### config.mk
export PLATFORM = sky130hd
export DESIGN_NAME = sr_using_t_bank
export DESIGN_NICKNAME = d
export VERILOG_FILES = /design/src/rtl/sr_using_t_bank.sv
export SDC_FILE = /design/constraint.sdc
export NUM_CORES = 1
export LEC_CHECK = 0
export ABC_AREA = 1
export BUFFER_PORTS_ARGS = -buffer_cell sky130_fd_sc_hd__buf_4
export CORE_AREA = 2 2 66 68
export CTS_CLUSTER_DIAMETER = 200
export DETAILED_ROUTE_END_ITERATION = 16
export DIE_AREA = 0 0 68 70
export PLACE_DENSITY = 0.75
export SLEW_MARGIN = 30
export SYNTH_ARGS = -nofsm -noshare
export SYNTH_HDL_FRONTEND = slang
export SYNTH_SLANG_ARGS = --single-unit
### constraint.sdc
create_clock -name clk -period 1.68 [get_ports clk]
set_input_delay 0.504 -clock clk [delete_from_list [all_inputs] [get_ports clk]]
set_output_delay 0.504 -clock clk [all_outputs]
set_load 0.01 [all_outputs]
### src/rtl/sr_using_t_bank.sv
// Bank of SR cells built from T flip-flops, with conflict tracking, counters and status FSM.
// Optional macro SR_SET_DOMINANT_EN: a simultaneous S and R acts as set instead of marking the cell unknown.
module sr_using_t_bank #(
   parameter int WIDTH = 8,
   parameter int CNT_W = 8
) (
   input  logic             clk,
   input  logic             rst,
   input  logic             en,
   input  logic [WIDTH-1:0] s,
   input  logic [WIDTH-1:0] r,
   input  logic             clr_err,
   output logic [WIDTH-1:0] q,
   output logic [WIDTH-1:0] known,
   output logic [WIDTH-1:0] t_out,
   output logic [CNT_W-1:0] toggle_cnt,
   output logic [CNT_W-1:0] conflict_cnt,
   output logic             err,
   output logic [1:0]       state
);

   typedef enum logic [1:0] {
      CLEAN   = 2'b00,
      DIRTY   = 2'b01,
      RECOVER = 2'b10
   } state_e;

   state_e           state_q;
   logic [WIDTH-1:0] q_q, q_d;
   logic [WIDTH-1:0] known_q, known_d, known_upd;
   logic [CNT_W-1:0] tog_q, tog_d;
   logic [CNT_W-1:0] conf_q, conf_d;
   logic             err_q, err_d;
   logic [WIDTH-1:0] conflict_v, t_raw, t_d;
   logic             any_conf;
   logic             all_known_d;

   always_comb begin
      conflict_v = s & r;
`ifdef SR_SET_DOMINANT_EN
      // Conflict behaves as a set: R only acts where S is low.
      t_raw      = (s & ~q_q) | (r & ~s & q_q);
      known_upd  = known_q;
`else
      t_raw      = ((s & ~q_q) | (r & q_q)) & ~conflict_v;
      known_upd  = (known_q & ~conflict_v) | (s ^ r);
`endif
      t_d        = (en && !rst) ? t_raw : '0;
      q_d        = q_q ^ t_d;
      known_d    = en ? known_upd : known_q;
      any_conf   = en && (|conflict_v);

      tog_d = tog_q;
      if (en && (|t_d)) tog_d = tog_q + CNT_W'(1);

      // A conflict in the same cycle as clr_err wins and restarts the count at one.
      conf_d = conf_q;
      err_d  = err_q;
      if (any_conf) begin
         err_d  = 1'b1;
         conf_d = clr_err ? CNT_W'(1) : ((&conf_q) ? conf_q : conf_q + CNT_W'(1));
      end else if (clr_err) begin
         err_d  = 1'b0;
         conf_d = '0;
      end

      all_known_d = &known_d;
   end

   always_ff @(posedge clk) begin
      if (rst) begin
         q_q     <= '0;
         known_q <= '1;
         tog_q   <= '0;
         conf_q  <= '0;
         err_q   <= 1'b0;
         state_q <= CLEAN;
      end else begin
         q_q     <= q_d;
         known_q <= known_d;
         tog_q   <= tog_d;
         conf_q  <= conf_d;
         err_q   <= err_d;
         unique case (state_q)
            CLEAN:   if (!all_known_d) state_q <= DIRTY;
            DIRTY:   if (all_known_d)  state_q <= err_d ? RECOVER : CLEAN;
            RECOVER: begin
               if (!all_known_d) state_q <= DIRTY;
               else if (!err_d)  state_q <= CLEAN;
            end
            default: state_q <= CLEAN;
         endcase
      end
   end

   assign q            = q_q;
   assign known        = known_q;
   assign t_out        = t_d;
   assign toggle_cnt   = tog_q;
   assign conflict_cnt = conf_q;
   assign err          = err_q;
   assign state        = state_q;

endmodule

==> impl_metrics.env <==
export IMPL_mostFrequentLayoutCells="84 x nand2_1, 77 x buf_4, 31 x dfxtp_1"
export IMPL_slew_violations=0
export IMPL_cap_violations=0
export IMPL_clock_skew_final_ns=0.00643
export IMPL_synthFlopType="dfxtp_1"
export IMPL_syn_area_sq_mm=0.00200
export IMPL_synthArstFlopShare_pct=0
export IMPL_cts_tree="done"
export IMPL_critPathLaunch="s[5]"
export IMPL_worst_ep_required_time_ns=1.18
export IMPL_start_kind="input port"
export IMPL_crit_fanout=3
export IMPL_power_density_mw_per_mm2=693
export IMPL_syn_to_final_growth_pct=39.0
export IMPL_drc=0
export IMPL_vdd_ir_drop_worst_v=0.000415
export IMPL_final_common_cell="nand2_1"
export IMPL_syn_inst=288
export IMPL_die_area_sq_mm=0.00476
export IMPL_holdWs_ns=0.489
export IMPL_yosysUniqueCellTypes=24
export IMPL_synth_nets=318
export IMPL_grt_pass1_wl_microns=7820
export IMPL_grt_usage_pct=21.1
export IMPL_grt_pass1_vias=1844
export IMPL_worst_pin_slew_ns=0.342
export IMPL_via_per_inst=4.85
export IMPL_postCtsHoldBufs=0
export IMPL_worst_slack_ns=0.0282
export IMPL_cts_buffers=5
export IMPL_std_cell_rows=24
export IMPL_wl_per_cell_microns=11.7
export IMPL_core_area_sq_mm=0.00414
export IMPL_drtIter0Drc=118
export IMPL_root_buffer="clkbuf_8"
export IMPL_nets=398
export IMPL_ys_ff_latch=35
export IMPL_hold_violations=0
export IMPL_antennaDiodeCount=0
export IMPL_overflow=0
export IMPL_gp_congestion=0.834
export IMPL_pin_count=63
export IMPL_reg2reg_setup_slack_ns=0.19
export IMPL_num_vias=2042
export IMPL_dpl_hpwl_microns=3570
export IMPL_pre_cts_slack_ns=-0.104
export IMPL_relSlewSlack_pct=77.1
export IMPL_fin_crit_ns=1.65
export IMPL_total_power_w=0.00193
export IMPL_fp_dieH_microns=70
export IMPL_hold_path_depth=2
export IMPL_r2r_end="conflict_cnt[2]"
export IMPL_use_met2_pct=31.4
export IMPL_status="completed"
export IMPL_die_w_microns=68
export IMPL_routed_wl_microns=4950
export IMPL_fmax_mhz=605
export IMPL_min_to="conflict_cnt[1]"
export IMPL_grt_antenna_before_repair=0
export IMPL_crit_path_end_kind="primary output"
export IMPL_cts_clk_slew_worst_paths_ns=0.07
export IMPL_clock_latency_ns=0.29
export IMPL_drt_pass1_iterations=5
export IMPL_met3_usage_pct=5.48
export IMPL_syn_mean_instance_area_sq_um=6.96
export IMPL_leakage_nw=1.35
export IMPL_criticalPathCategory="in -> out"
export IMPL_layout_worst_path_cycle_share_pct=98.3
export IMPL_start_util_pct=48.3
export IMPL_clockBufferDepth=2
export IMPL_reg2reg_from="conflict_cnt[0]"
export IMPL_synth_edf_count=0
export IMPL_layout_drive_gt1_share_pct=36.6
export IMPL_hold_class="reg -> reg"
export IMPL_cts_sinks=35
export IMPL_arrival_ns=1.15
export IMPL_yosysSeqAreaShare_pct=35.0
export IMPL_io_buffers=62
export IMPL_ys_warn_count=0
export IMPL_rsz0062_at_grt="true"
export IMPL_ff2ff_path_depth=8
export IMPL_grt_busiest_layer="met2"
export IMPL_grtUsageMet1_pct=29.1
export IMPL_h_tree_depth=2
export IMPL_grt_max_degree=27
export IMPL_ant_nets=0
export IMPL_setup_viol=0
export IMPL_worstHoldStart="conflict_cnt[1]"
-- cells by family after synthesis --
family / share of synthesized area (%)
simple gates: 36.9
compound gates: 11.2
xor+xnor: 2.62
buf+inv: 8.06
fa+ha+maj: 6.25
flops: 35.0
-- metrics by stage --
stage          util (%)  std cells  TNS (ns)  cell area (sq um)
2_1_floorplan         -        288         0               2000
5_1_grt            67.2        421   -0.0874               2790
4_1_cts            65.6        417         0               2720
3_3_place_gp       62.4        408    -0.756               2580
3_5_place_dp       62.4        408     -1.09               2580
6_report           67.2        421         0               2790
-- synth_stat cells, types with 2 or more instances --
cell type / number / area [sq um]
nand2_2: 11 / 68.8
o21ai_0: 7 / 35.0
inv_1: 33 / 124
nand4_1: 2 / 12.5
xnor2_1: 2 / 17.5
clkbuf_1: 2 / 7.51
nor2_1: 28 / 105
nand2_1: 84 / 315
a21oi_1: 24 / 120
nor2_8: 2 / 40.0
dfxtp_1: 35 / 701
ha_1: 10 / 125
xor2_1: 4 / 35.0
or2_2: 11 / 68.8
nand3_1: 17 / 85.1
a22o_1: 8 / 70.1
-- registers in the layout, summed over array words and instances, names as in the netlist --
name	count
q	8
toggle_cnt	8
known	8
conflict_cnt	8
err	1
state	2
-- timing repair --
item | in CTS | in global routing
gates resized for setup | 14 | 16
buffers inserted | 1 | 4
setup endpoints to repair | 8 | 8
pin swaps | 6 | 4
-- where the power goes --
group          switching, W  total [W]  internal, W  leakage [nW]
Clock              0.000298   0.000589     0.000291        0.0422
Combinational      0.000229   0.000439     0.000210          1.02
Sequential        0.0000343   0.000901     0.000867         0.287
Total              0.000562    0.00193      0.00137          1.35
-- worst max-delay path, cell delays in order --
cell,delay (ns)
buf_4,0.12
ha_2,0.19
nor2_1,0.08
nand2_1,0.08
inv_2,0.06
buf_4,0.11
-- worst max path at each step --
stage,to,depth (start not counted)
final,t_out[5],6
after floorplan,conflict_cnt[5],9
after detailed placement,t_out[4],6
after global placement,t_out[4],6
after global routing,t_out[3],7
after CTS,t_out[6],6
-- metal layers --
metal | vias to the layer above | wire [microns]
met4 | 0 | 87
met3 | 12 | 345
met2 | 67 | 2290
li1 | 1075 | -
met5 | - | 0
met1 | 888 | 2220
-- final cells by class --
cell class	instances	area (sq um)
Clock buffer	7	76.3
Clock inverter	1	5.00
Fill cell	372	1360
Inverter	34	130
Multi-Input combinational cell	214	1210
Sequential cell	35	706
Tap cell	52	65.1
Timing Repair Buffer	78	589
Note: power is estimated with default switching activity, not from simulation.
